[src/rtl/noc_credit_injector.sv]
`default_nettype none
// ============================================================================
// Module      : noc_credit_injector
// Description : Client valid/ready flit stream to credit-based router sends,
//               with packet-atomic destination locking and a local flit FIFO.
// Revision    : 1.0 - initial release
// ============================================================================
module noc_credit_injector #(
   parameter int DEST_WIDTH        = 4,
   parameter int FLIT_WIDTH        = 256,
   parameter int FLIT_BUFFER_DEPTH = 2,
   parameter int LOCAL_DEPTH       = 4
) (
   input  logic                                   clk,
   input  logic                                   rst,
   input  logic [FLIT_WIDTH-1:0]                  in_data,
   input  logic [DEST_WIDTH-1:0]                  in_dest,
   input  logic                                   in_last,
   input  logic                                   in_valid,
   output logic                                   in_ready,
   output logic [FLIT_WIDTH-1:0]                  data_out,
   output logic [DEST_WIDTH-1:0]                  dest_out,
   output logic                                   is_tail_out,
   output logic                                   send_out,
   input  logic                                   credit_in,
   output logic [$clog2(FLIT_BUFFER_DEPTH+1)-1:0] credit_count,
   output logic                                   err_credit_overflow
);

   localparam int c_CREDIT_W = $clog2(FLIT_BUFFER_DEPTH + 1);
   localparam int c_PTR_W    = $clog2(LOCAL_DEPTH);
   localparam int c_ENTRY_W  = FLIT_WIDTH + DEST_WIDTH + 1;
   localparam logic [c_CREDIT_W-1:0] c_MAX_CREDIT = c_CREDIT_W'(FLIT_BUFFER_DEPTH);
   localparam logic [c_CREDIT_W-1:0] c_CREDIT_ONE = c_CREDIT_W'(1);
   localparam logic [c_PTR_W:0]      c_PTR_ONE    = (c_PTR_W + 1)'(1);
   localparam logic [c_PTR_W:0]      c_FULL_XOR   = {1'b1, {c_PTR_W{1'b0}}};

   typedef enum logic [0:0] {
      ST_HEAD = 1'b0,
      ST_BODY = 1'b1
   } state_t;

   state_t                  r_state;
   state_t                  w_state_next;
   logic [DEST_WIDTH-1:0]   r_cur_dest;
   logic [DEST_WIDTH-1:0]   w_push_dest;

   logic [c_ENTRY_W-1:0]    r_mem [LOCAL_DEPTH];
   logic [c_PTR_W:0]        r_wr_ptr;
   logic [c_PTR_W:0]        r_rd_ptr;
   logic [c_ENTRY_W-1:0]    w_head;
   logic                    w_empty;
   logic                    w_full;
   logic                    w_push;
   logic                    w_send;

   logic [c_CREDIT_W-1:0]   r_credit;
   logic [c_CREDIT_W-1:0]   w_credit_next;
   logic                    w_overflow;
   logic                    r_err;

   logic                    r_send;
   logic [FLIT_WIDTH-1:0]   r_data;
   logic [DEST_WIDTH-1:0]   r_dest;
   logic                    r_tail;

   // Extra pointer MSB distinguishes full from empty when the indices match.
   assign w_empty  = (r_wr_ptr == r_rd_ptr);
   assign w_full   = ((r_wr_ptr ^ r_rd_ptr) == c_FULL_XOR);
   assign w_head   = r_mem[r_rd_ptr[c_PTR_W-1:0]];
   assign in_ready = !rst && !w_full;
   assign w_push   = in_valid && in_ready;
   // A credit arriving this cycle may fund this cycle's send.
   assign w_send   = !w_empty && ((r_credit != '0) || credit_in);

   always_comb begin
      w_state_next = r_state;
      w_push_dest  = r_cur_dest;
      if (r_state == ST_HEAD) begin
         w_push_dest = in_dest;
      end
      if (w_push) begin
         case (r_state)
            ST_HEAD: if (!in_last) w_state_next = ST_BODY;
            ST_BODY: if (in_last)  w_state_next = ST_HEAD;
            default: w_state_next = ST_HEAD;
         endcase
      end
   end

   always_comb begin
      w_credit_next = r_credit;
      w_overflow    = 1'b0;
      case ({w_send, credit_in})
         2'b10: w_credit_next = r_credit - c_CREDIT_ONE;
         2'b01: begin
            if (r_credit == c_MAX_CREDIT) begin
               w_overflow = 1'b1;
            end else begin
               w_credit_next = r_credit + c_CREDIT_ONE;
            end
         end
         default: w_credit_next = r_credit;
      endcase
   end

   always_ff @(posedge clk) begin
      if (w_push) begin
         r_mem[r_wr_ptr[c_PTR_W-1:0]] <= {in_data, w_push_dest, in_last};
      end
   end

   always_ff @(posedge clk) begin
      if (rst) begin
         r_state    <= ST_HEAD;
         r_cur_dest <= '0;
         r_wr_ptr   <= '0;
         r_rd_ptr   <= '0;
         r_credit   <= c_MAX_CREDIT;
         r_err      <= 1'b0;
         r_send     <= 1'b0;
         r_data     <= '0;
         r_dest     <= '0;
         r_tail     <= 1'b0;
      end else begin
         r_state  <= w_state_next;
         r_credit <= w_credit_next;
         r_send   <= w_send;
         if (w_push && (r_state == ST_HEAD)) begin
            r_cur_dest <= in_dest;
         end
         if (w_push) begin
            r_wr_ptr <= r_wr_ptr + c_PTR_ONE;
         end
         if (w_overflow) begin
            r_err <= 1'b1;
         end
         if (w_send) begin
            {r_data, r_dest, r_tail} <= w_head;
            r_rd_ptr <= r_rd_ptr + c_PTR_ONE;
         end
      end
   end

   assign send_out            = r_send;
   assign data_out            = r_data;
   assign dest_out            = r_dest;
   assign is_tail_out         = r_tail;
   assign credit_count        = r_credit;
   assign err_credit_overflow = r_err;

endmodule
`default_nettype wire

[config.mk]
export PLATFORM = sky130hd
export DESIGN_NAME = noc_credit_injector
export DESIGN_NICKNAME = d
export VERILOG_FILES = /design/src/rtl/noc_credit_injector.sv
export SDC_FILE = /design/constraint.sdc
export NUM_CORES = 1
export LEC_CHECK = 0
export CORE_MARGIN = 2
export CORE_UTILIZATION = 30
export DETAILED_ROUTE_END_ITERATION = 7
export MAX_ROUTING_LAYER = met4
export SLEW_MARGIN = 20
export SYNTH_ARGS = -nofsm -noshare
export SYNTH_HDL_FRONTEND = slang
export SYNTH_SLANG_ARGS = --single-unit
export TNS_END_PERCENT = 30
[constraint.sdc]
create_clock -name clk -period 11 [get_ports clk]
set_input_delay 1.1 -clock clk [delete_from_list [all_inputs] [get_ports clk]]
set_output_delay 1.1 -clock clk [all_outputs]
set_load 0.01 [all_outputs]
==> run_results.csv <==
group,metric,value,unit
status,status,"completed",
pwr,power.density,241,mW/mm2
worst_setup_path,startpoint,"r_rd_ptr[1]$_SDFFE_PP0P_",
floorplanning,core,0.161,mm2
sta,min_period,4.47,ns
clocking,cts_setup_buffers,0,
layout,area_delta_synth_final,25.8,%
global_route,grt_use_total,13.5,%
worst_setup_path,worst_path_largest_cell_delay,1.00,ns
clocking,cts_resized,0,
synth,yosysUniqueCellTypes,40,
worst_hold_path,hp-class,"reg -> reg",
global_route,grt_max_degree,200,
synth,synth_seq_cells,1320,
floorplanning,die_w,407,um
pwr,vdd_drop_max,0.442,mV
worst_setup_path,reg2reg_from,"r_rd_ptr[1]$_SDFFE_PP0P_",
placement,dp_worst_setup_slack,6.21,ns
synth,avgSynthCellArea,18.7,um2
worst_setup_path,path_delay_family,"buffers and inverters",
worst_setup_path,end_kind,"flip-flop",
global_route,grt_pass1_vias,25017,
detailed_routing,routed_wl,110,mm
worst_setup_path,crit_buf_inv,2,
detailed_routing,wl_per_cell,20.1,um
global_route,grt_pass1_wl,161,mm
synth,syn-cell-area,0.0487,mm2
synth,yosysTopAreaCell,"edfxtp_1",
synth,yosysTopAreaCellShare,64.4,%
sta,worst_pin_slew,1.10,ns
floorplanning,io_pins,531,
clocking,clkSinkCount,1320,
placement,gp_congestion,0.722,
detailed_routing,drc,0,
clocking,path_clk_slew,0.06,ns
worst_setup_path,cp_cell_sequence,"xnor2_1 > a31oi_1 > and3_4 > buf_4 > buf_12",
worst_setup_path,r2r_setup_slack,6.53,ns
floorplanning,start_util,30.3,%
pwr,p_leak,20.4,nW
floorplanning,die_area,0.165,mm2
sta,report.final.slew_viol_count,0,
sta,setup_ws,6.53,ns
synth,synthArstFlopShare,0,%
synth,syn_nets,2869,
sta,hold_viol_final,0,
sta,min_period_over_period,40.7,%
floorplanning,die_h,407,um
synth,syn_inst,2599,
clocking,clock_latency,0.79,ns
layout,instances_no_fill,5477,
detailed_routing,via_count,24501,
detailed_routing,drtAntennaViolNets,0,
sta,setup_viol,0,
floorplanning,rows,147,
layout,fin_nets,3427,
synth,synth_edf_count,1044,
worst_setup_path,cp_slowest_cell,"dfxtp_4",
clocking,cts_tree,"yes",
worst_setup_path,cp.depth,5,
clocking,cts_made_buffers,146,
global_route,overflow,0,
worst_setup_path,critPathLaunchType,"flip-flop",
placement,numPortBuffers,530,
global_route,antenna_found_initial,36,
flow_run,max_cap_viol_count,0,
worst_setup_path,crit_end,"r_mem[0][238]$_DFFE_PP_",
worst_setup_path,critPathKind,"reg -> reg",
sta,tns,0,ns
sta,rsz0062_at_grt,"no",
sta,skew,0.0337,ns
sta,max_slew_margin,26.5,%
placement,place_hpwl,65.6,mm
clocking,htree_levels,4,
placement,dpl.cell_count,5169,
synth,synth_seq_area_share,75.8,%
synth,yosys_warnings,0,
clocking,cts_buffer_depth,3,
clocking,cts.hold.buffers_added,0,
synth,synthTopCellsByArea,"edfxtp_1 64%, mux4_2 12%, dfxtp_1 11%",
layout,drive_gt1_share,16.1,%
synth,dominantRegCellSynth,"edfxtp_1",
worst_setup_path,cp.arrival,4.85,ns
detailed_routing,firstDrtPassIters,5,
worst_setup_path,crit_required,11.38,ns
clocking,clk_root_buffer_cell,"clkbuf_16",
detailed_routing,via_per_inst,4.47,
worst_setup_path,cp_max_fo,89,
sta,fmax,224,MHz
worst_setup_path,r2r_end,"r_mem[0][238]$_DFFE_PP_",
worst_setup_path,ff2ff_path_depth,5,
detailed_routing,first_iter_violations,1559,
[worst reg2reg max path, delay by kind of cell (launching register included)]
family / cells / cell delay, ns
buffers and inverters: 2 / 1.21
AO/OA/AOI/OAI: 1 / 0.68
XOR/XNOR: 1 / 0.47
AND/OR/NAND/NOR: 1 / 0.57
flip-flops: 1 / 1.00
[per-layer routing]
metal  track usage, %  routed length (um)
met1             15.9               45200
met2             21.5               54200
met3             4.82                8360
met4             4.17                2590
met5                -                   0
[cells in the final DEF (no fill, tap or decap), types with 6 or more instances in the layout]
master / n
buf_12: 10
buf_4: 19
bufinv_16: 8
clkbuf_1: 36
clkbuf_16: 146
clkbuf_8: 16
clkdlybuf4s50_1: 530
clkinv_1: 15
clkinv_2: 25
dfxtp_1: 274
diode_2: 35
edfxtp_1: 1044
inv_6: 9
mux2_2: 6
mux2i_1: 267
mux4_2: 261
nand2_1: 536
[kinds of logic (layout without fill, tap and decap cells)]
family          after synthesis  count (layout)  share of synthesized area, %
fa+ha+maj                     5               5                         0.129
flops                      1320            1320                          75.8
mux                         534             534                          17.7
other cells                   0              35                             0
compound gates               18              18                         0.319
simple gates                561             561                          4.46
buf+inv                     155             838                          1.50
xor+xnor                      6               6                         0.123
[area by class of cell]
cell class | instances | area [um2]
multi-input cells | 1124 | 11100
clock buffers | 198 | 4010
inverters | 6 | 30.0
diodes | 35 | 87.6
clock inverters | 75 | 764
flip-flops and latches | 1320 | 36900
well taps | 2160 | 2700
repair buffers | 559 | 5650
fillers | 14825 | 99500
[state kept, by name (all words and copies together) (netlist names), 2 cells and up]
register	cells
r_cur_dest	4
r_rd_ptr	3
r_mem	1044
data_out	256
credit_count	2
r_wr_ptr	3
dest_out	4
[cells in the mapped netlist, types with 2 or more instances]
master / n
mux2_2: 6
clkbuf_1: 69
dfxtp_1: 276
edfxtp_1: 1044
a31oi_1: 3
ha_1: 5
o2111ai_1: 2
o31ai_1: 2
nor2b_1: 2
nand4_1: 3
inv_1: 5
a211o_1: 2
buf_2: 51
mux4_2: 261
buf_1: 7
o311ai_0: 2
xnor2_1: 3
buf_4: 22
and3b_1: 3
xor2_1: 2
nor2_1: 5
mux2i_1: 267
nand2_1: 536
and3_1: 4
nor4b_1: 2
[stage by stage]
step	total power, W	utilization [%]	hold WS, ns	cell area (um2)
3_3_place_gp	0.0101	35.1	0.439	56400
4_1_cts	0.0150	38.0	0.458	61100
3_5_place_dp	0.0101	35.1	0.447	56400
5_1_grt	0.0154	38.1	0.476	61200
2_1_floorplan	0.00881	-	0.431	48700
6_report	0.0147	38.1	0.454	61200
[where the power goes]
part	switching [W]	total, W	internal [W]
combinational	0.00180	0.00375	0.00194
sequential	0.000315	0.00620	0.00588
clock	0.00202	0.00480	0.00278
[worst min-delay path by stage]
stage / start / endpoint / slack (ns) / cells past startpoint
global placement: r_cur_dest[3]$_SDFFE_PP0P_ / r_cur_dest[3]$_SDFFE_PP0P_ / 0.44 / 2
global route: data_out[36]$_SDFFE_PP0P_ / data_out[36]$_SDFFE_PP0P_ / 0.48 / 2
finish: data_out[208]$_SDFFE_PP0P_ / data_out[208]$_SDFFE_PP0P_ / 0.45 / 2
detailed placement: data_out[87]$_SDFFE_PP0P_ / data_out[87]$_SDFFE_PP0P_ / 0.45 / 2
CTS: data_out[178]$_SDFFE_PP0P_ / data_out[178]$_SDFFE_PP0P_ / 0.46 / 2
floorplan: r_cur_dest[0]$_SDFFE_PP0P_ / r_cur_dest[0]$_SDFFE_PP0P_ / 0.43 / 2
Power figures use the tool's default switching activity.
